## src/rtl/job_control.sv

```systemverilog
// Job control front end: decodes PSL job commands, sequences the job state
// machine and drives the AFU job-status outputs plus datapath strobes.
module job_control #(
  parameter int unsigned RESET_CYCLES = 4,
  parameter bit          PARITY_CHECK = 1'b1
) (
  input  logic        ha_pclock,
  input  logic        reset,
  input  logic        ha_jval,
  input  logic [0:7]  ha_jcom,
  input  logic        ha_jcompar,
  input  logic [0:63] ha_jea,
  input  logic        ha_jeapar,
  input  logic        dp_done,
  input  logic [0:63] dp_error,
  output logic        ah_jrunning,
  output logic        ah_jdone,
  output logic        ah_jcack,
  output logic [0:63] ah_jerror,
  output logic        ah_jyield,
  output logic        ah_tbreq,
  output logic [0:63] job_wed,
  output logic        job_start,
  output logic        job_reset
);

  localparam logic [7:0] CmdReset    = 8'h80;
  localparam logic [7:0] CmdStart    = 8'h90;
  localparam logic [7:0] CmdTimebase = 8'h42;
  localparam logic [7:0] CmdLlcmd    = 8'h45;

  localparam logic [63:0] ErrComPar  = 64'd1;
  localparam logic [63:0] ErrEaPar   = 64'd2;
  localparam logic [63:0] ErrBadStart = 64'd3;
  localparam logic [63:0] ErrInvalid = 64'd4;

  typedef enum logic [1:0] {StIdle, StResetting, StRunning} state_e;

  state_e      state_q, state_d;
  logic [7:0]  cnt_q, cnt_d;

  logic        jdone_d, jcack_d, tbreq_d, start_d;
  logic [0:63] jerror_d, wed_d;

  logic        com_ok, ea_ok;
  logic        is_reset, is_start, is_tb, is_ll;
  logic        passive;

  // Command decode and parity qualification.
  always_comb begin
    com_ok   = (PARITY_CHECK == 1'b0) || (^{ha_jcom, ha_jcompar});
    ea_ok    = (PARITY_CHECK == 1'b0) || (^{ha_jea, ha_jeapar});
    is_reset = (ha_jcom == CmdReset);
    is_start = (ha_jcom == CmdStart);
    is_tb    = (ha_jcom == CmdTimebase);
    is_ll    = (ha_jcom == CmdLlcmd);
    // TIMEBASE/LLCMD do not disturb the state machine, so dp_done and the
    // reset countdown still proceed alongside them.
    passive  = !ha_jval || (com_ok && (is_tb || is_ll));
  end

  // State register plus registered outputs.
  always_ff @(posedge ha_pclock or posedge reset) begin
    if (reset) begin
      state_q     <= StIdle;
      cnt_q       <= 8'd0;
      ah_jrunning <= 1'b0;
      ah_jdone    <= 1'b0;
      ah_jcack    <= 1'b0;
      ah_jerror   <= '0;
      ah_tbreq    <= 1'b0;
      job_wed     <= '0;
      job_start   <= 1'b0;
      job_reset   <= 1'b0;
    end else begin
      state_q     <= state_d;
      cnt_q       <= cnt_d;
      ah_jrunning <= (state_d == StRunning);
      ah_jdone    <= jdone_d;
      ah_jcack    <= jcack_d;
      ah_jerror   <= jerror_d;
      ah_tbreq    <= tbreq_d;
      job_wed     <= wed_d;
      job_start   <= start_d;
      job_reset   <= (state_d == StResetting);
    end
  end

  // Next-state logic: commands first, then countdown / datapath completion.
  always_comb begin
    state_d = state_q;
    cnt_d   = cnt_q;
    if (ha_jval) begin
      if (!com_ok) begin
        state_d = StIdle;
      end else if (is_reset) begin
        state_d = StResetting;
        cnt_d   = RESET_CYCLES[7:0];
      end else if (is_start) begin
        state_d = (ea_ok && state_q == StIdle) ? StRunning : StIdle;
      end else if (!(is_tb || is_ll)) begin
        state_d = StIdle;
      end
    end
    if (passive) begin
      unique case (state_q)
        StResetting: begin
          if (cnt_q == 8'd0) state_d = StIdle;
          else               cnt_d   = cnt_q - 8'd1;
        end
        StRunning: if (dp_done) state_d = StIdle;
        default: ;
      endcase
    end
  end

  // Output logic: next values of the pulse outputs, error code and WED.
  always_comb begin
    jdone_d  = 1'b0;
    jerror_d = '0;
    jcack_d  = 1'b0;
    tbreq_d  = 1'b0;
    start_d  = 1'b0;
    wed_d    = job_wed;
    if (ha_jval) begin
      if (!com_ok) begin
        jdone_d  = 1'b1;
        jerror_d = ErrComPar;
      end else if (is_reset) begin
        jdone_d = 1'b0;
      end else if (is_start) begin
        if (!ea_ok) begin
          jdone_d  = 1'b1;
          jerror_d = ErrEaPar;
        end else if (state_q == StIdle) begin
          start_d = 1'b1;
          wed_d   = ha_jea;
        end else begin
          jdone_d  = 1'b1;
          jerror_d = ErrBadStart;
        end
      end else if (is_tb) begin
        tbreq_d = (state_q != StResetting);
      end else if (is_ll) begin
        jcack_d = (state_q == StRunning);
      end else begin
        jdone_d  = 1'b1;
        jerror_d = ErrInvalid;
      end
    end
    if (passive) begin
      if (state_q == StResetting && cnt_q == 8'd0) begin
        jdone_d  = 1'b1;
        jerror_d = '0;
      end else if (state_q == StRunning && dp_done) begin
        jdone_d  = 1'b1;
        jerror_d = dp_error;
      end
    end
  end

  assign ah_jyield = 1'b0;

endmodule
```

## config.mk

```make
export PLATFORM = sky130hd
export DESIGN_NAME = job_control
export DESIGN_NICKNAME = d
export VERILOG_FILES = /design/src/rtl/job_control.sv
export SDC_FILE = /design/constraint.sdc
export NUM_CORES = 1
export LEC_CHECK = 0
export ABC_AREA = 0
export ABC_CLOCK_PERIOD_IN_PS = 10300
export CORE_UTILIZATION = 45
export CTS_BUF_LIST = sky130_fd_sc_hd__clkbuf_16
export CTS_CLUSTER_SIZE = 16
export DETAILED_ROUTE_END_ITERATION = 8
export DONT_BUFFER_PORTS = 1
export GPL_ROUTABILITY_DRIVEN = 0
export HOLD_SLACK_MARGIN = 0.06
export RECOVER_POWER = 100
export SLEW_MARGIN = 20
export SYNTH_ARGS = -nofsm -noshare
export SYNTH_HDL_FRONTEND = slang
export SYNTH_SLANG_ARGS = --single-unit
```

## constraint.sdc

```tcl
create_clock -name ha_pclock -period 10.3 [get_ports ha_pclock]
set_input_delay 1.03 -clock ha_pclock [delete_from_list [all_inputs] [get_ports ha_pclock]]
set_output_delay 1.03 -clock ha_pclock [all_outputs]
set_load 0.05 [all_outputs]
```

# Word level (Yosys, flattened, before mapping)
# Cells that the tools add are included.
dict set report op_classes {
  eq_ne 9
  reduce_logical 12
  n_bitwise 1
  add_sub_neg 1
  mux 55
}
# op n
set op_table {}
lappend op_table {{64-bit 2-to-1 mux} 7}
lappend op_table {{65-bit XOR reduction} 1}
lappend op_table {{8-bit 2-to-1 mux} 6}
lappend op_table {{1-bit 2-to-1 mux} 28}
lappend op_table {{2-bit 2-to-1 mux} 11}
lappend op_table {{8-bit by 7-bit equality test with 1-bit output (second input constant)} 2}
lappend op_table {{8-bit equality test (second input constant)} 2}
lappend op_table {{9-bit XOR reduction} 1}
lappend op_table {{8-bit logical NOT} 1}
lappend op_table {{8-bit by 1-bit subtractor with 8-bit output (second input constant)} 1}
lappend op_table {{3-bit 2-to-1 mux} 2}
lappend op_table {{6-bit AND reduction} 1}
lappend op_table {{2-bit by 1-bit equality test with 1-bit output (second input constant)} 2}
lappend op_table {{2-bit equality test (second input constant)} 2}
lappend op_table {{1-bit logical AND} 4}
lappend op_table {{2-bit one-hot mux with 2 select lines} 1}
lappend op_table {{2-bit logical NOT} 1}
lappend op_table {{1-bit logical OR} 2}
lappend op_table {{2-bit by 1-bit != test with 1-bit output (second input constant)} 1}
lappend op_table {{1-bit logical NOT} 1}
lappend op_table {{1-bit NOT} 1}
dict set report word_totals {
  wordCells 88
  input_bits 142
  ff_bits 144
}

# Longest topological paths before layout
dict set report depth {
  word_depth 11
  ltp_mapped 11
  depth_no_buf 10
}

# Worst setup path after synthesis
# Ideal clock, no wire load.
dict set report synth_timing {
  kind {input to register}
  start {in ha_jea[58] (netlist bit)}
  end {reg job_wed[30] (netlist bit)}
  path_stages 11
  t_arrival_ns 3.028
  required_time_ns 10.175
  setup_slack_ns 7.147
  cell_sequence {xor2_1 xnor2_1 xnor2_1 xnor2_1 xnor3_1 xnor2_1 and3_1 buf_4 buf_12 buf_12 mux2_4}
}
dict set report synth_via {
  elab_chain_cells 2
}
# item line_no
set synth_rtl {}
lappend synth_rtl {{start, declared} 12} ;# input logic [0:63] ha_jea,
lappend synth_rtl {{65-bit XOR reduction} 52} ;# ea_ok = (PARITY_CHECK == 1'b0) || (^{ha_jea, ha_jeapar});
lappend synth_rtl {{6-bit AND reduction (no line)} --}
lappend synth_rtl {{end signal, assigned} 83} ;# job_wed <= wed_d;
lappend synth_rtl {{end, declared} 22} ;# output logic [0:63] job_wed,
# Every way passes these cells.
# A chain may end at the register's enable or synchronous reset.

==> results.toml <==
[floorplanning]
pin_count = 277
dieArea_mm2 = 0.0140
initial_core_util_pct = 46.0
die_y_um = 118
core_area_mm2 = 0.0132
die_width_um = 118
rows = 42

[timing]
rsz0062_at_grt = "no"
final-max-slew-violation-count = 279
maxSlewHeadroom_pct = -137
period_share_pct = 55.0
finalSetupTns_ns = 0
tightest_slew_ns = 3.56
setup_violations = 0
max_freq_ghz = 0.176
finalClockSkew_ns = 0.00783
period_needed_ns = 5.67
hold_viol_final = 0
holdWs_ns = 0.531

[setup_path]
reg2regPathDepth = 5
start_kind = "input port"
crit_path_end_kind = "async pin"
slowest_delay_ns = 2.47
critical-path-top-delay-family = "buffers and inverters"
crit_buf_inv = 2
crit_required_ns = 10.07
crit_chain = "clkinvlp_2, clkbuf_1"
critPathKind = "in -> async"
arrival_ns = 5.44
cp.depth = 2
cpMaxStageDelayCell = "clkbuf_1"
cp_max_fo = 81

[cells_and_area]
nets = 605
final_cells = 648
post-route-util_pct = 50.8
syn_to_final_growth_pct = 10.4
nFillCells = 1130
layout_commonest_cell = "dfrtp_1"
drive_gt1_share_pct = 18.0
diodes = 0
final_cell_mix = "144 x dfrtp_1, 60 x xnor2_1, 48 x mux2_2"

[drt]
wl_per_cell_um = 18.6
firstDrtPassIters = 4
vias = 3363
viasPerCell = 5.19
detail_route.iter0.violations = 99
wirelength_mm = 12.1
drtAntennaViolNets = 0
drc = 0

[global_routing]
grt_pass1_vias = 3639
grt_pass1_wl_mm = 19.3
antenna_found_initial = 0
grt_overflow = 0
grt_max_degree = 82
grt_util_all_layers_pct = 18.2

[clock_tree]
clock_latency_ns = 0.42
htreeDepth = 4
holdBufCountCts = 0
tritoncts = "yes"
cts_buffers = 17
cts_buffer_depth = 2
cts_resized = 0
root_buffer = "clkbuf_16"
clk_pin_slew_ns = 0.06
clock_sinks = 144
cts_setup_buffers = 0

[power_and_ir_drop]
powerDensity_mw_per_mm2 = 225
ir_drop_mv = 0.114
power_mw = 1.51
p_leak_nw = 3.21

[yosys]
synth_seq_cells = 144
syn-cell-area_mm2 = 0.00609
ys_types = 39
synth_area_leaders = "dfrtp_1 59%, mux2_2 8.9%, xnor2_1 8.6%, and2_1 6.4%, mux2_4 3.9%"
avgSynthCellArea_um2 = 13.4
synth_top_area_share_pct = 59.1
synthesis.nets = 599
synth_area_leader_cell = "dfrtp_1"
ys.warnings.count = 0
ys_seq_area_share_pct = 59.1
syn_inst = 453

[status]
violations = "capacitance limit, slew limit"
status = "finished, violations left"

[hold_path]
holdCritPathClass = "reg -> reg"
holdPathStages = 1

[flow_run]
drv_cap = 4

[placed_design]
post-dp-hpwl_mm = 8.86
io_buffer_count = 0
place_inst = 616
[stage by stage]
stage / instance area [um^2] / setup slack, ns
3_5_place_dp: 6210 / 6.23
4_1_cts: 6800 / 6.66
6_report: 6730 / 4.63
5_1_grt: 6730 / 3.53
2_1_floorplan: 6090 / 5.40
3_3_place_gp: 6210 / 6.29
[path summary, 6_finish.rpt]
| path | from | end | slack (ns) |
|---|---|---|---|
| setup reg to reg | state_q[0] | job_wed[60] | 6.29 |
| setup / recovery | reset | ah_jerror[24] | 4.63 |
| max in group ha_pclock | ha_jea[6] | job_wed[60] | 4.84 |
| hold reg to reg | cnt_q[0] | cnt_q[0] | 0.53 |
| min in group asynchronous | reset | ah_jerror[17] | 1.45 |
| hold / removal | cnt_q[0] | cnt_q[0] | 0.53 |
[logic make-up after synthesis]
| kind of cell | after synthesis | synth area share [%] |
|---|---|---|
| compound gates | 27 | 2.88 |
| xor+xnor | 72 | 10.8 |
| fa+ha+maj | 4 | 0.822 |
| buf+inv | 24 | 2.67 |
| flops | 144 | 59.1 |
| mux | 64 | 12.8 |
| other cells | 1 | 0.0616 |
| simple gates | 117 | 10.8 |
[state kept, by name, summed over array words and instances (netlist names), 2 cells and up]
signal     cells
ah_jerror     64
job_wed       64
cnt_q          8
state_q        2
[synthesized netlist by cell type]
master	count
dfrtp_1	144
and2_1	62
xnor2_1	60
mux2_2	48
mux2_4	16
nor2_1	14
nand2_1	11
o21ai_0	10
xor2_1	10
inv_1	8
nand3_1	7
buf_4	6
clkbuf_1	6
nor3_1	6
a21oi_1	4
ha_1	4
nand2b_1	4
buf_12	3
nor2b_1	3
a22o_1	2
a22oi_1	2
nor3b_1	2
nor4_1	2
o21a_1	2
or2_2	2
xnor3_1	2
a21boi_0	1
a21o_1	1
a31o_2	1
a31oi_1	1
a32o_1	1
and3_1	1
buf_2	1
conb_1	1
nand4_1	1
nor4b_1	1
o2bb2ai_1	1
o41ai_1	1
or3_1	1
[where the power goes]
group	total [mW]	internal, mW	leakage [nW]	switching (mW)
Clock	0.600	0.326	0.290	0.274
Sequential	0.727	0.596	2.00	0.131
Combinational	0.183	0.0899	0.927	0.0927
[routing by layer]
metal	vias up	GRT usage [%]	part of all wire, %
li1	1512	-	-
met1	1631	19.5	36
met2	196	29.2	50
met3	24	9.99	12
met4	0	8.49	2.3
met5	-	0	0
[final cells by class]
cell class	count	area (um^2)	area share (%)
clock buffer	17	425	6.33
inverter	8	31.3	0.465
clock inverter	15	164	2.44
tap	176	220	3.27
multi-input combinational	285	2270	33.7
sequential	144	3600	53.6
timing repair buffer	3	11.3	0.167
Power figures use the tool's default switching activity.
